**config.mk**
```make
export PLATFORM = sky130hd
export DESIGN_NAME = imem_loader
export DESIGN_NICKNAME = d
export VERILOG_FILES = /design/src/rtl/imem_ld_pkg.sv /design/src/rtl/imem_ld_timer.sv /design/src/rtl/imem_loader.sv
export SDC_FILE = /design/constraint.sdc
export NUM_CORES = 1
export LEC_CHECK = 0
export BUFFER_PORTS_ARGS = -buffer_cell sky130_fd_sc_hd__buf_2
export CAP_MARGIN = 20
export CORE_MARGIN = 2
export CORE_UTILIZATION = 36
export CTS_BUF_LIST = sky130_fd_sc_hd__clkbuf_4 sky130_fd_sc_hd__clkbuf_8 sky130_fd_sc_hd__clkbuf_16
export CTS_CLUSTER_DIAMETER = 100
export DETAILED_ROUTE_END_ITERATION = 10
export SYNTH_ARGS = -nofsm -noshare
export SYNTH_HDL_FRONTEND = slang
export SYNTH_SLANG_ARGS = --single-unit
```
**constraint.sdc**
```tcl
create_clock -name clk -period 2.06 [get_ports clk]
set_input_delay 0.206 -clock clk [delete_from_list [all_inputs] [get_ports clk]]
set_output_delay 0.206 -clock clk [all_outputs]
set_load 0.005 [all_outputs]
```
**src/rtl/imem_ld_pkg.sv**
```systemverilog
// rtl/imem_ld_pkg.sv - shared types and constants for the instruction-memory loader
package imem_ld_pkg;

    // Loader FSM states
    typedef enum logic [2:0] {
        ST_IDLE,
        ST_COUNT,
        ST_LO,
        ST_HI,
        ST_WRITE,
        ST_CSUM,
        ST_DONE,
        ST_ERR
    } ld_state_e;

    localparam logic [7:0] SYNC_BYTE_DEF  = 8'hA5;
    localparam int         BYTES_PER_WORD = 2;
    localparam int         DATA_W_DEF     = 8 * BYTES_PER_WORD;

    // States in which the inter-byte idle timer runs: the ones waiting on
    // a byte inside a frame. WRITE waits on nothing; IDLE/DONE/ERR may idle forever.
    function automatic logic is_timed_state(input ld_state_e s);
        return (s == ST_COUNT) || (s == ST_LO) || (s == ST_HI) || (s == ST_CSUM);
    endfunction

endpackage

```
**src/rtl/imem_ld_timer.sv**
```systemverilog
// rtl/imem_ld_timer.sv - clear/enable idle counter with terminal-count flag
//
// Ports:
//   clk  in   system clock
//   rst  in   synchronous active-low reset
//   clr  in   clear count to zero (wins over en)
//   en   in   advance count by one this cycle
//   tc   out  count has reached TIMEOUT_CYC-1
module imem_ld_timer #(
    parameter int TIMEOUT_CYC = 50_000_000
) (
    input  logic clk,
    input  logic rst,
    input  logic clr,
    input  logic en,
    output logic tc
);

    localparam int CNT_W = (TIMEOUT_CYC > 1) ? $clog2(TIMEOUT_CYC) : 1;
    localparam logic [CNT_W-1:0] TC_VAL = CNT_W'(TIMEOUT_CYC - 1);

    logic [CNT_W-1:0] count_q;
    logic [CNT_W-1:0] count_d;

    assign tc = (count_q == TC_VAL);

    // Saturates at the terminal value so tc stays asserted until cleared.
    always_comb begin
        count_d = count_q;
        if (clr) begin
            count_d = '0;
        end else if (en && !tc) begin
            count_d = count_q + CNT_W'(1);
        end
    end

    always_ff @(posedge clk) begin
        if (!rst) begin
            count_q <= '0;
        end else begin
            count_q <= count_d;
        end
    end

endmodule

```
**src/rtl/imem_loader.sv**
```systemverilog
// rtl/imem_loader.sv - framed byte stream to IMEM word writer with CPU hold
//
// Frame: SYNC_BYTE, N (0 means 2**ADDR_W), N x {lo, hi}, XOR checksum of data bytes.
// Ports:
//   clk           in   system clock
//   rst           in   synchronous active-low reset
//   in_byte       in   received byte
//   in_valid      in   in_byte valid; transfer when in_valid && in_ready
//   in_ready      out  loader accepts a byte (low only while writing a word)
//   mem_addr      out  IMEM write address
//   mem_wdata     out  IMEM write data {hi, lo}
//   mem_we        out  IMEM write enable, one pulse per word
//   cpu_hold      out  1 keeps the cores in reset
//   load_done     out  last frame loaded with good checksum
//   load_err      out  last frame failed (checksum or timeout)
//   words_loaded  out  words written in the current/last frame
module imem_loader
    import imem_ld_pkg::*;
#(
    parameter int         ADDR_W      = 8,
    parameter int         DATA_W      = DATA_W_DEF,
    parameter logic [7:0] SYNC_BYTE   = SYNC_BYTE_DEF,
    parameter int         TIMEOUT_CYC = 50_000_000
) (
    input  logic              clk,
    input  logic              rst,
    input  logic [7:0]        in_byte,
    input  logic              in_valid,
    output logic              in_ready,
    output logic [ADDR_W-1:0] mem_addr,
    output logic [DATA_W-1:0] mem_wdata,
    output logic              mem_we,
    output logic              cpu_hold,
    output logic              load_done,
    output logic              load_err,
    output logic [ADDR_W:0]   words_loaded
);

    localparam logic [ADDR_W:0] FULL_N = {1'b1, {ADDR_W{1'b0}}};
    localparam logic [ADDR_W:0] ONE_W  = (ADDR_W + 1)'(1);

    ld_state_e         state_q,        state_d;
    logic [ADDR_W:0]   n_q,            n_d;
    logic [ADDR_W:0]   idx_q,          idx_d;
    logic [7:0]        acc_q,          acc_d;
    logic [7:0]        lo_q,           lo_d;
    logic [ADDR_W-1:0] mem_addr_q,     mem_addr_d;
    logic [DATA_W-1:0] mem_wdata_q,    mem_wdata_d;
    logic              mem_we_q,       mem_we_d;
    logic              cpu_hold_q,     cpu_hold_d;
    logic              load_done_q,    load_done_d;
    logic              load_err_q,     load_err_d;
    logic [ADDR_W:0]   words_loaded_q, words_loaded_d;

    logic accept;
    logic is_sync;
    logic tmo;
    logic go_count;
    logic go_err;

    assign in_ready = (state_q != ST_WRITE);
    assign accept   = in_valid && in_ready;
    assign is_sync  = (in_byte == SYNC_BYTE);

    imem_ld_timer #(
        .TIMEOUT_CYC (TIMEOUT_CYC)
    ) u_timer (
        .clk (clk),
        .rst (rst),
        .clr (accept),
        .en  (is_timed_state(state_q)),
        .tc  (tmo)
    );

    always_comb begin
        state_d        = state_q;
        n_d            = n_q;
        idx_d          = idx_q;
        acc_d          = acc_q;
        lo_d           = lo_q;
        mem_addr_d     = mem_addr_q;
        mem_wdata_d    = mem_wdata_q;
        mem_we_d       = 1'b0;
        cpu_hold_d     = cpu_hold_q;
        load_done_d    = load_done_q;
        load_err_d     = load_err_q;
        words_loaded_d = words_loaded_q;
        go_count       = 1'b0;
        go_err         = 1'b0;

        case (state_q)
            ST_IDLE, ST_DONE, ST_ERR: begin
                // Non-SYNC bytes are consumed and dropped here.
                if (accept && is_sync) begin
                    go_count = 1'b1;
                end
            end
            ST_COUNT: begin
                if (accept) begin
                    n_d     = (in_byte == 8'h00) ? FULL_N : (ADDR_W + 1)'(in_byte);
                    state_d = ST_LO;
                end else if (tmo) begin
                    go_err = 1'b1;
                end
            end
            ST_LO: begin
                if (accept) begin
                    lo_d    = in_byte;
                    acc_d   = acc_q ^ in_byte;
                    state_d = ST_HI;
                end else if (tmo) begin
                    go_err = 1'b1;
                end
            end
            ST_HI: begin
                if (accept) begin
                    acc_d       = acc_q ^ in_byte;
                    mem_wdata_d = {in_byte, lo_q};
                    mem_addr_d  = idx_q[ADDR_W-1:0];
                    mem_we_d    = 1'b1;
                    state_d     = ST_WRITE;
                end else if (tmo) begin
                    go_err = 1'b1;
                end
            end
            ST_WRITE: begin
                // mem_we is high during this cycle; index is wide enough that
                // N = 2**ADDR_W terminates without wrapping back to address 0.
                idx_d          = idx_q + ONE_W;
                words_loaded_d = words_loaded_q + ONE_W;
                state_d        = ((idx_q + ONE_W) == n_q) ? ST_CSUM : ST_LO;
            end
            ST_CSUM: begin
                if (accept) begin
                    if (in_byte == acc_q) begin
                        state_d     = ST_DONE;
                        load_done_d = 1'b1;
                        cpu_hold_d  = 1'b0;
                    end else begin
                        go_err = 1'b1;
                    end
                end else if (tmo) begin
                    go_err = 1'b1;
                end
            end
            default: begin
                state_d = ST_IDLE;
            end
        endcase

        if (go_count) begin
            state_d        = ST_COUNT;
            cpu_hold_d     = 1'b1;
            load_done_d    = 1'b0;
            load_err_d     = 1'b0;
            idx_d          = '0;
            acc_d          = '0;
            words_loaded_d = '0;
        end

        if (go_err) begin
            state_d     = ST_ERR;
            load_err_d  = 1'b1;
            load_done_d = 1'b0;
            cpu_hold_d  = 1'b1;
        end
    end

    always_ff @(posedge clk) begin
        if (!rst) begin
            state_q        <= ST_IDLE;
            n_q            <= '0;
            idx_q          <= '0;
            acc_q          <= '0;
            lo_q           <= '0;
            mem_addr_q     <= '0;
            mem_wdata_q    <= '0;
            mem_we_q       <= 1'b0;
            cpu_hold_q     <= 1'b1;
            load_done_q    <= 1'b0;
            load_err_q     <= 1'b0;
            words_loaded_q <= '0;
        end else begin
            state_q        <= state_d;
            n_q            <= n_d;
            idx_q          <= idx_d;
            acc_q          <= acc_d;
            lo_q           <= lo_d;
            mem_addr_q     <= mem_addr_d;
            mem_wdata_q    <= mem_wdata_d;
            mem_we_q       <= mem_we_d;
            cpu_hold_q     <= cpu_hold_d;
            load_done_q    <= load_done_d;
            load_err_q     <= load_err_d;
            words_loaded_q <= words_loaded_d;
        end
    end

    assign mem_addr     = mem_addr_q;
    assign mem_wdata    = mem_wdata_q;
    assign mem_we       = mem_we_q;
    assign cpu_hold     = cpu_hold_q;
    assign load_done    = load_done_q;
    assign load_err     = load_err_q;
    assign words_loaded = words_loaded_q;

endmodule
```
After elaboration in Yosys (flattened, before gate mapping):

Cells that the tools add are included.

* flip-flop bits (word level): 100
* input port bits: 11
* output and inout port bits: 38
* word-level logic and storage cells: 79

* add/sub/neg operators: 3
* equality and inequality tests: 17
* multiplexer cells: 20
* bitwise operators: 2
* reductions and logical operators: 24

Operators by type and width (count)
* $add A26 B1 Y26 const B: 1
* $eq A26 B26 Y1 const B: 1
* $mux W3: 8
* $add A9 B1 Y9 const B: 2
* $ne A4 B4 Y1 const B: 4
* $pmux W3 S5: 1
* $eq A3 B3 Y1 const B: 4
* $reduce_and A2 Y1: 5
* $eq A9 B9 Y1: 1
* $mux W1: 9
* $mux W9: 1
* $reduce_or A3 Y1: 3
* $eq A8 B8 Y1: 1
* $eq A8 B8 Y1 const B: 1
* $logic_not A8 Y1: 1
* $xor A8 B8 Y8: 1
* $reduce_bool A7 Y1: 1
* $eq A3 B2 Y1 const B: 2
* $reduce_and A6 Y1: 1
* $reduce_or A2 Y1: 3
* $ne A4 B3 Y1 const B: 1
* $eq A3 B1 Y1 const B: 1
* $logic_and A1 B1 Y1: 3
* $logic_not A3 Y1: 1
* other kinds (7): 9

Depth between registers and ports, before layout:

Gate-level depths: netlist (run 1).

* depth after elaboration: 7
* gate-level depth with buffers: 8
* mapped depth without buffers: 7

Hierarchy:

From an unflattened synthesis (run 1), not the netlist that was laid out.

* cell total of the unflattened synthesis: 558
* area total of the unflattened synthesis: 4777.1 µm²

Modules (own cells, without submodules)
* imem_loader: times used 1, cells an instance 409, area an instance 3448.3 µm², sequential area each 1481.4 µm²
* imem_ld_timer: times used 1, cells an instance 149, area an instance 1328.8 µm², sequential area each 520.5 µm²

Worst setup path after synthesis (run 1):

OpenSTA, ideal clock, no wires.

* kind: register to register
* start point: register idx_q[0]
* end point: register state_q[1]
* library setup time: 0.130 ns
* data arrival time: 1.717 ns
* required time: 1.930 ns
* path slack: 0.213 ns
* stages on the path, launching flop included: 9
* path buffers: 1
* clock period less this slack: 1.847 ns
* path through: dfxtp_1 -> ha_1 -> clkbuf_1 -> and3_1 -> and4b_1 -> a31oi_1 -> a32oi_1 -> and3_1 -> o311ai_1

* longest elaborated chain between the ends: 6

Ends and longest elaborated chain
* start, declared: RTL line imem_loader.sv:44 `logic [ADDR_W:0] idx_q, idx_d;`
* start signal, assigned: RTL line imem_loader.sv:186 `idx_q <= idx_d;`
* $add A9 B1 Y9: RTL line imem_loader.sv:131 `state_d = ((idx_q + ONE_W) == n_q) ? ST_CSUM : ST_LO;`
* $eq A9 B9 Y1: RTL line imem_loader.sv:131
* $mux W3: RTL line imem_loader.sv:131
* $pmux W3 S5: RTL line imem_loader.sv:91 `case (state_q)`
* $mux W3: RTL line imem_loader.sv:151 `if (go_count) begin`
* $mux W3: RTL line imem_loader.sv:161 `if (go_err) begin`
* end signal, assigned: RTL line imem_loader.sv:184 `state_q <= state_d;`
* end, declared: RTL line imem_loader.sv:42 `ld_state_e state_q, state_d;`

Every way passes these cells.
A chain may end at the register's enable or synchronous reset.

Worst setup path in the final report (run 1):

* start point: register state_q[2]
* end point: register acc_q[5]

* longest elaborated chain between the ends: 6
* elaborated cells on any way between the ends: 14
* classes of those cells: eq/ne (5); mux (2); reduce/logical (7)

Ends and longest elaborated chain
* $ne A3 B3 Y1: RTL line imem_loader.sv:61 `assign in_ready = (state_q != ST_WRITE);`
* $logic_and A1 B1 Y1: RTL line imem_loader.sv:62 `assign accept = in_valid && in_ready;`
* $logic_and A1 B1 Y1: RTL line imem_loader.sv:94 `if (accept && is_sync) begin`
* $mux W1: RTL line imem_loader.sv:94
* $mux W1: RTL line imem_loader.sv:91
* $reduce_or A2 Y1 (no source line)
* end signal, assigned: RTL line imem_loader.sv:174 `acc_q <= '0;`
* end signal, assigned: RTL line imem_loader.sv:187 `acc_q <= acc_d;`
* end, declared: RTL line imem_loader.sv:45 `logic [7:0] acc_q, acc_d;`

Several ways; a longest one is shown, not always the timed one.

==> results of run 1 <==
==> metrics by stage <==
stage,instances,utilization [%]
3_3_place_gp,792,40.5
5_1_grt,807,43.0
2_1_floorplan,578,-
3_5_place_dp,792,40.5
4_1_cts,807,42.9
6_report,808,43.0
==> power groups by stage <==
| stage | logic, mW | clock network, mW | registers [mW] |
|---|---|---|---|
| final | 0.297 | 1.77 | 1.99 |
| after CTS | 0.298 | 1.83 | 1.99 |
| after global placement | 0.290 | 0 | 2.03 |
| after global routing | 0.328 | 1.90 | 1.99 |
| after floorplan | 0.205 | 0 | 2.03 |
| after detailed placement | 0.296 | 0 | 2.03 |
==> state kept, by name, summed over array words and instances, names as in the netlist <==
name / flops
load_err: 1
words_loaded: 9
mem_wdata: 16
mem_addr: 8
state_q: 3
acc_q: 8
idx_q: 9
lo_q: 8
n_q: 9
load_done: 1
mem_we: 1
cpu_hold: 1
u_timer.count_q: 26
==> layout make-up <==
type / count / area (um^2) / area share [%]
Inverter: 13 / 48.8 / 0.860
Sequential cell: 100 / 2000 / 35.3
Multi-Input combinational cell: 435 / 2690 / 47.3
Clock inverter: 3 / 45.0 / 0.794
Clock buffer: 12 / 267 / 4.70
Antenna cell: 1 / 2.50 / 0.0441
Tap cell: 176 / 220 / 3.88
Timing Repair Buffer: 68 / 403 / 7.10
==> worst min-delay path: stages <==
cell and delay [ps]:
sky130_fd_sc_hd__buf_2 150, sky130_fd_sc_hd__nand2_1 60, sky130_fd_sc_hd__a21boi_1 50
==> worst paths after layout <==
path                     from            end  slack (ps)
setup / recovery   state_q[2]       acc_q[5]         170
hold / removal     in_byte[4]  mem_wdata[12]         160
setup reg to reg   state_q[2]       acc_q[5]         170
hold reg to reg   mem_addr[1]    mem_addr[1]         450
==> what timing repair did <==
| item | in CTS | in global routing |
|---|---|---|
| endpoints found under the setup margin | 0 | 3 |
| resized for setup | 0 | 4 |
| hold buffers | 0 | 0 |
| hold endpoints to repair | 0 | 0 |
==> routing by layer <==
| layer | up-vias | global-route usage [%] | share of wire (%) |
|---|---|---|---|
| li1 | 2064 | - | - |
| met1 | 1912 | 20.0 | 45 |
| met2 | 52 | 27.8 | 49 |
| met3 | 12 | 4.52 | 4.0 |
| met4 | 0 | 5.74 | 1.5 |
| met5 | - | 0 | 0 |
==> kinds of logic after synthesis <==
family | synth area share, %
simple gates | 28.5
flops | 41.3
compound gates | 14.2
xor+xnor | 11.0
buf+inv | 3.64
fa+ha+maj | 1.03
mux | 0.207
==> cell usage after synthesis (all sizes together), types with 2 or more instances <==
library cell | number | share of area [%]
nand2 | 109 | 8.4
dfxtp | 100 | 41
nor2 | 69 | 5.3
a21boi | 42 | 6.6
xnor2 | 31 | 5.6
xor2 | 30 | 5.4
o21ai | 22 | 2.3
clkbuf | 19 | 1.5
nand3 | 17 | 1.9
nand4 | 16 | 2.2
inv | 13 | 1.0
a21oi | 11 | 1.2
buf | 11 | 1.2
and3 | 10 | 1.3
and4 | 9 | 1.7
nor3 | 9 | 1.3
nor4 | 7 | 1.7
a31oi | 5 | 0.65
and2 | 5 | 0.65
ha | 4 | 1.0
or3 | 4 | 0.62
nand4b | 3 | 0.54
nor2b | 3 | 0.44
nor3b | 3 | 0.57
o2111ai | 3 | 0.54
o211ai | 3 | 0.75
a211oi | 2 | 0.31
nand3b | 2 | 0.31
o311ai | 2 | 0.36
or4 | 2 | 0.39
==> reports/qor.txt, run 1 <==
=================================================================================
Result of the run                                                    finished clean
Final Wtd Congestion                                                        0.823
Pleak                                                                     2.04 nW
Timing-limited maximum frequency                                          529 MHz
Family with the most delay on the worst path                         simple AND/OR/NAND/NOR gates
Placed cell areas                                                       5340 um^2
Cell chosen for the clock root                                       sky130_fd_sc_hd__clkbuf_16
Clock latency of the later-clocked register in the worst-skew pair         350 ps
Cell count along the critical path                                              7
Global-route wire length before repair                                    19.0 mm
Kind of end point of the critical path                                       flop
Clock-pin slew on the worst setup and hold paths                            70 ps
Startpoint class of the critical path                                        flop
Synth warnings                                                                  0
Std-Cell Rows                                                                  42
Via count of the first global-routing pass                                   3880
Horiz. Die Dim                                                             120 um
Pre-CTS setup slack                                                        152 ps
Final-stage net count                                                         642
Dpl hpwl                                                                  8.20 mm
Leading cell types in the layout, fill and taps excluded             sky130_fd_sc_hd__nand2_1 (109), sky130_fd_sc_hd__dfxtp_1 (99), sky130_fd_sc_hd__nor2_1 (69), sky130_fd_sc_hd__buf_2 (48), sky130_fd_sc_hd__xnor2_1 (31)
Commonest non-fill, non-tap cell in the layout                       sky130_fd_sc_hd__nand2_1
Share of the yosys chip area belonging to registers                         41.3%
Synth-to-Final Area Change                                                  17.1%
Final Max Tran Viols                                                            0
Total power consumption of the routed design                              4.05 mW
Worst-path maximum fanout                                                      10
Clock buffers created by TritonCTS                                              9
Final Cycle Share                                                           91.8%
Path depth of the worst reg2reg path                                            7
# IOs                                                                          49
Via-to-Cell Ratio                                                            5.00
Power density over the cells                                          714 nW/um^2
Max-slew headroom                                                           63.0%
Mean Syn Cell Area                                                      8.38 um^2
H-tree depth reported by CTS                                                    3
Cell Area, Synth                                                        4840 um^2
Switching part of the total                                                 23.3%
Number of clock sinks seen by CTS                                             100
Worst min path class                                                 input pin to flop
Fraction of synthesis flops using an asynchronous set or reset pin             0%
Synth Net Count                                                               593
Global-route usage over all layers                                          16.5%
Count of fill cells added during filler insertion                            1348
Register share of total power                                               49.1%
Flip-flop and latch count after synthesis                                     100
Pin count of the biggest net entering global routing                           30
Final antenna-violating net count                                               0
Number of remaining DRC errors                                                  0
Post-route worst setup slack                                               168 ps
Max Cap Viol                                                                    0
Die Y-Extent                                                               120 um
WP data required                                                          2300 ps
Clock network fraction of total power                                       43.6%
Final critical delay including setup and external delays                  1890 ps
Placeable core area                                                    13200 um^2
Number of flops mapped to enable cells by yosys                                 0
Max incr delay on CP                                                       520 ps
Hold path cells                                                                 3
Pin slew with the least headroom to its limit                              552 ps
Worst Hold Margin                                                          158 ps
Clock tree from TritonCTS                                                    done
Setup Viol. Count Final                                                         0
Maximum buffer depth of the clock tree                                          2
Final worst clock skew                                                    8.62 ps
Fraction of final layout cells sized beyond drive strength 1                17.9%
Buffers inserted during post-CTS setup optimization                             0
WL final                                                                  11.2 mm
Initial detailed-routing violation count                                      191
WP data arrival                                                           2140 ps
Crit-path cells                                                      nor3b_2, buf_4, inv_2, and3_1, nand2_1, xor2_1, nor2_1
NetSw                                                                    0.945 mW
Die Footprint                                                          14400 um^2
Mapped Cells                                                                  578
Final count of hold timing violations                                           0
Worst supply voltage drop on vdd                                           379 uV
Antenna violations before repair                                                0
Master of the slowest instance on the critical path                  sky130_fd_sc_hd__dfxtp_1
Total internal power                                                      3.10 mW
Count of different cell masters after synthesis                                64
Post-layout instance area                                               5670 um^2
Number of vias in the routed layout                                          4040
Initial Util                                                                36.7%
Prevailing post-synth register cell                                  sky130_fd_sc_hd__dfxtp_1
Number of port buffers                                                         48
Global-route congestion overflow total                                          0
Buffers and inverters on the worst path                                         2
Number of detailed-routing iterations run before antenna repair                 4
Comb pwr share                                                               7.3%
Setup total negative slack                                                   0 ps
Setup repair after global routing missed its margin                         false
Post-detailed-route wirelength per cell                                   13.9 um
CP Class                                                             flop to flop
=================================================================================
No activity file was read; power rests on OpenSTA's default activity.
==> run 2, diff against run 1 <==
==> constraint.sdc (replaced) <==
create_clock -name clk -period 2 [get_ports clk]
set_input_delay 0.4 -clock clk [delete_from_list [all_inputs] [get_ports clk]]
set_output_delay 0.4 -clock clk [all_outputs]
set_load 0.005 [all_outputs]
==> run 2 against run 1 <==
Clock power up 2%; design area grew 1.0%; wire length increased by 1.4%; setup slack worse by 59 ps; total power increased by 3.0%; cell count up 0.74%; combinational power grew 4%; utilization increased by 0.45 points; global-route usage rose by 0.060 points; clock skew increased by 0.54 ps; via count grew 3.0%; critical endpoint is now in_ready.
==> reports/qor.txt, run 2 (same netlist as run 1, synthesis figures left out) <==
=================================================================================
Cell Count, Final, Fillers Out                                                814
Global-route wire length before repair                                    19.2 mm
Global-route congestion overflow total                                          0
Max incr delay on CP                                                       490 ps
Worst R2R End                                                          state_q[1]
Synth-to-Final Area Change                                                  18.3%
Worst reg2reg setup slack                                                  140 ps
Setup repair after global routing missed its margin                         false
Setup Viol. Count Final                                                         0
Kind of end point of the critical path                                 output pin
Via count of the first global-routing pass                                   4000
Final Cycle Share                                                           94.5%
Leading cell types in the layout, fill and taps excluded             sky130_fd_sc_hd__nand2_1 (109), sky130_fd_sc_hd__dfxtp_1 (98), sky130_fd_sc_hd__nor2_1 (69), sky130_fd_sc_hd__buf_2 (48), sky130_fd_sc_hd__xnor2_1 (31)
Pleak                                                                     2.07 nW
Worst-path maximum fanout                                                      10
Final-stage net count                                                         647
Initial detailed-routing violation count                                      208
Horiz. Die Dim                                                             120 um
Worst supply voltage drop on vdd                                           598 uV
Max-slew headroom                                                           70.1%
Die Footprint                                                          14400 um^2
WL final                                                                  11.4 mm
Die Y-Extent                                                               120 um
Hold path cells                                                                 3
Dpl hpwl                                                                  8.20 mm
Maximum buffer depth of the clock tree                                          2
Global-route usage over all layers                                          16.5%
Post-placement cell count                                                     796
WP data arrival                                                           1490 ps
Number of remaining DRC errors                                                  0
Reg2Reg Launch Point                                                     idx_q[1]
Final critical delay including setup and external delays                  1890 ps
Initial Util                                                                36.7%
Source of the worst hold timing path                                   in_byte[3]
Clock-pin slew on the worst setup and hold paths                            70 ps
Final worst clock skew                                                    9.15 ps
Timing-limited maximum frequency                                          529 MHz
WP data required                                                          1600 ps
Number of detailed-routing iterations run before antenna repair                 4
CP Class                                                             flop to output pin
Number of clock sinks seen by CTS                                             100
Commonest non-fill, non-tap cell in the layout                       sky130_fd_sc_hd__nand2_1
Pin count of the biggest net entering global routing                           30
Placeable core area                                                    13200 um^2
Placed cell areas                                                       5370 um^2
Post-detailed-route wirelength per cell                                   14.0 um
Clock tree from TritonCTS                                                    done
H-tree depth reported by CTS                                                    3
Reg with most FFs                                                    u_timer.count_q
Crit-path cells                                                      nor3b_4, inv_2, buf_2
Power density over the cells                                          728 nW/um^2
Number of vias in the routed layout                                          4162
Pin slew with the least headroom to its limit                              448 ps
Std-Cell Rows                                                                  42
Max Cap Viol                                                                    0
Setup total negative slack                                                   0 ps
Worst Hold Endpoint                                                  mem_wdata[11]
Final Max Tran Viols                                                            0
Cell chosen for the clock root                                       sky130_fd_sc_hd__clkbuf_16
Clock latency of the later-clocked register in the worst-skew pair         360 ps
Largest register FFs                                                           26
Post-layout instance area                                               5730 um^2
Fraction of final layout cells sized beyond drive strength 1                19.0%
Final antenna-violating net count                                               0
Startpoint class of the critical path                                        flop
Worst Hold Margin                                                          345 ps
# IOs                                                                          49
Final count of hold timing violations                                           0
Master of the slowest instance on the critical path                  sky130_fd_sc_hd__dfxtp_1
Path depth of the worst reg2reg path                                            7
Number of port buffers                                                         48
Via-to-Cell Ratio                                                            5.11
Antenna violations before repair                                                1
Final Wtd Congestion                                                        0.886
Post-cts hold buffer count                                                      0
Total power consumption of the routed design                              4.17 mW
Clock buffers created by TritonCTS                                              9
Worst min path class                                                 input pin to flop
Result of the run                                                    finished clean
=================================================================================
-- run 2: cell types whose count changed in the layout (fill, tap and decap cells not counted), sizes merged --
cell,before,now
buf,68,73
clkbuf,12,9
clkinv,0,1
inv,13,16
-- run 2: worst max-delay path, delay by kind of cell (launching register included) --
family	cells	cell delay, ps
DFF	1	490
and+or+nand+nor	1	350
buffers and inverters	2	300
-- run 2: timing repair --
action,in CTS,in global routing
gates resized for setup,1,7
pin swaps,0,1
endpoints found under the setup margin,2,7
setup buffers,0,1
-- run 2: metal layers --
metal  share of wire [%]  global-route usage (%)  vias up  wire [um]
li1                    -                       -     2074          -
met1                  44                    20.2     1981       5050
met2                  48                    27.0       85       5520
met3                 4.9                    5.04       22        555
met4                 2.2                    6.84        0        252
met5                   0                       0        -          0
-- run 2: area by class of cell --
class | instances | area [um^2]
fill | 1310 | 7460
multi-input combinational | 435 | 2710
clock inverter | 7 | 82.6
tap | 176 | 220
timing repair buffer | 73 | 440
clock buffer | 9 | 225
inverter | 13 | 48.8
sequential | 100 | 2000
antenna | 1 | 2.50
-- run 2: worst max-delay path by stage --
| stage | from | endpoint | slack (ps) | cells after the start |
|---|---|---|---|---|
| final | state_q[2] | in_ready | 110 | 3 |
| after global routing | idx_q[3] | state_q[1] | 6 | 6 |
| after CTS | idx_q[1] | state_q[1] | 2 | 7 |
| after detailed placement | idx_q[1] | state_q[1] | -70 | 7 |
| after global placement | idx_q[1] | state_q[1] | -50 | 7 |
| after floorplan | idx_q[0] | state_q[1] | 150 | 8 |
-- run 2: metrics by stage --
| step | util, % | setup WS [ps] |
|---|---|---|
| after detailed placement | 40.7 | -71.1 |
| after CTS | 43.1 | 2.04 |
| after global placement | 40.7 | -54.9 |
| after floorplan | - | 153 |
| final | 43.5 | 109 |
| after global routing | 43.4 | 5.82 |
-- run 2: where the power goes --
group          internal (mW)  leakage [nW]  total, mW  switching, mW
Clock                  0.990         0.145       1.81          0.825
Sequential              2.02         0.807       2.05         0.0287
Combinational          0.118          1.12      0.309          0.191
==> run 3, diff against run 2 <==
CELL_PAD_IN_SITES_DETAIL_PLACEMENT = 0   (was default)
CELL_PAD_IN_SITES_GLOBAL_PLACEMENT = 1   (was default)
GPL_TIMING_DRIVEN = 0   (was default)
PLACE_DENSITY_LB_ADDON = 0.1   (was default)
==> run 3 against run 2 <==
Total power shrank 3.7%; setup slack lost 34 ps; via count shrank 2.3%.
==> reports/qor.txt, run 3 (same netlist as run 1, synthesis figures left out) <==
=================================================================================
Crit-path cells                                                      buf_4, xor2_1, or4_1, a32oi_2, and3_1, o311ai_1
Number of detailed-routing iterations run before antenna repair                 4
Kind of end point of the critical path                                       flop
Switching part of the total                                                 24.0%
Final Max Tran Viols                                                            0
Setup repair after global routing missed its margin                          true
Synth-to-Final Area Change                                                  16.8%
Number of remaining DRC errors                                                  0
Pin count of the biggest net entering global routing                           15
Reg with most FFs                                                    u_timer.count_q
Std-Cell Rows                                                                  42
Post-route worst setup slack                                              74.8 ps
Origin of the worst setup path                                           idx_q[5]
Fraction of final layout cells sized beyond drive strength 1                17.5%
Register share of total power                                               51.0%
Final worst clock skew                                                    3.75 ps
WP data arrival                                                           2150 ps
Pin slew with the least headroom to its limit                              539 ps
WP data required                                                          2220 ps
Clock network fraction of total power                                       41.4%
Via count of the first global-routing pass                                   3760
Count of fill cells added during filler insertion                            1322
Power density over the cells                                          710 nW/um^2
Initial Util                                                                36.7%
Buffers and inverters on the worst path                                         1
Commonest non-fill, non-tap cell in the layout                       sky130_fd_sc_hd__nand2_1
Result of the run                                                    finished clean
Number of clock sinks seen by CTS                                             100
Final Wtd Congestion                                                        0.809
Global-route congestion overflow total                                          0
Family with the most delay on the worst path                         simple AND/OR/NAND/NOR gates
Timing-limited maximum frequency                                          519 MHz
Antenna violations before repair                                                0
Cell chosen for the clock root                                       sky130_fd_sc_hd__clkbuf_16
Dpl hpwl                                                                  8.57 mm
Post-placement cell count                                                     799
Worst supply voltage drop on vdd                                           379 uV
Clock latency of the later-clocked register in the worst-skew pair         350 ps
Placeable core area                                                    13200 um^2
Final-stage net count                                                         652
Max incr delay on CP                                                       540 ps
Final Cycle Share                                                           96.3%
WL final                                                                  11.9 mm
Final count of hold timing violations                                           0
Initial detailed-routing violation count                                      329
Pre-CTS setup slack                                                       -405 ps
Source of the worst hold timing path                                   in_byte[4]
H-tree depth reported by CTS                                                    3
Global-route usage over all layers                                          17.0%
Max-slew headroom                                                           63.9%
CP Class                                                             flop to flop
Die Footprint                                                          14400 um^2
Worst min path class                                                 input pin to flop
Total power consumption of the routed design                              4.02 mW
Final antenna-violating net count                                               0
Post-detailed-route wirelength per cell                                   14.5 um
Ant. Diodes                                                                     0
Master of the slowest instance on the critical path                  sky130_fd_sc_hd__or4_1
Total internal power                                                      3.05 mW
Comb pwr share                                                               7.6%
Leading cell types in the layout, fill and taps excluded             sky130_fd_sc_hd__nand2_1 (109), sky130_fd_sc_hd__dfxtp_1 (95), sky130_fd_sc_hd__nor2_1 (69), sky130_fd_sc_hd__buf_2 (53), sky130_fd_sc_hd__xnor2_1 (31)
Startpoint class of the critical path                                        flop
Via-to-Cell Ratio                                                            4.98
NetSw                                                                    0.964 mW
Number of vias in the routed layout                                          4066
Largest register FFs                                                           26
Setup Viol. Count Final                                                         0
Global-route wire length before repair                                    19.3 mm
Clock-pin slew on the worst setup and hold paths                            70 ps
Reg2Reg Launch Point                                                     idx_q[5]
Horiz. Die Dim                                                             120 um
# IOs                                                                          49
Cell Count, Final, Fillers Out                                                817
Final critical delay including setup and external delays                  1930 ps
Maximum buffer depth of the clock tree                                          2
Worst-path maximum fanout                                                       8
Clock tree from TritonCTS                                                    done
Pleak                                                                     2.02 nW
Max Cap Viol                                                                    0
Number of port buffers                                                         45
Clock buffers created by TritonCTS                                              9
Die Y-Extent                                                               120 um
=================================================================================
-- run 3: cell types whose count changed in the layout (fill, tap and decap cells not counted), moves of 3 or more --
cell and delta:
sky130_fd_sc_hd__buf_2 +5, sky130_fd_sc_hd__dfxtp_1 -3, sky130_fd_sc_hd__clkbuf_1 +17, sky130_fd_sc_hd__buf_4 -19, sky130_fd_sc_hd__clkbuf_4 +3
-- run 3: timing repair --
| action | 4_1_cts | 5_1_grt |
|---|---|---|
| gates resized for setup | 7 | 10 |
| cloned | 0 | 0 |
| setup buffers | 0 | 4 |
| hold buffers | 0 | 0 |
| pin swaps | 0 | 3 |
| endpoints found under the setup margin | 20 | 69 |
-- run 3: worst paths after layout --
kind                 endpoint  slack (ps)  cells past startpoint
setup / recovery   state_q[1]          70                      6
hold / removal        lo_q[4]         390                      3
setup reg to reg   state_q[1]          70                      6
hold reg to reg   mem_addr[3]         450                      2
-- run 3: per-layer routing --
layer	wire, um	vias up	GRT usage (%)
met5	0	-	0
met4	227	0	7.21
met3	454	13	3.33
met2	4960	74	24.3
met1	6230	1894	24.7
li1	-	2085	-
-- run 3: layout make-up --
cell class,instances,area [um^2],area share (%)
clock inverter,2,10.0,0.177
sequential,100,2010,35.5
inverter,13,48.8,0.863
multi-input combinational,435,2720,48.0
tap,176,220,3.89
clock buffer,13,268,4.73
buffer,29,129,2.28
timing repair buffer,49,255,4.51
-- run 3: metrics by stage --
stage               hold WS, ps  TNS, ps  cell area (um^2)  utilization [%]
global route                390    -1220              5660             42.9
global placement            438    -9850              5290             40.1
detailed placement          442    -9570              5290             40.1
finish                      388        0              5660             42.9
floorplan                   427        0              4840                -
CTS                         382        0              5590             42.4
-- run 3: power groups by stage --
stage               clock network (mW)  registers, mW  logic [mW]
finish                            1.66           2.05       0.304
global route                      1.81           2.05       0.340
CTS                               1.71           2.05       0.304
detailed placement                   0           2.09       0.299
global placement                     0           2.09       0.300
floorplan                            0           2.09       0.211
-- run 3: worst register-to-register path: stages, from the launching register on --
cell and delay, ps:
sky130_fd_sc_hd__dfxtp_1 300, sky130_fd_sc_hd__buf_4 160, sky130_fd_sc_hd__xor2_1 190, sky130_fd_sc_hd__or4_1 540, sky130_fd_sc_hd__a32oi_2 320, sky130_fd_sc_hd__and3_1 200, sky130_fd_sc_hd__o311ai_1 90
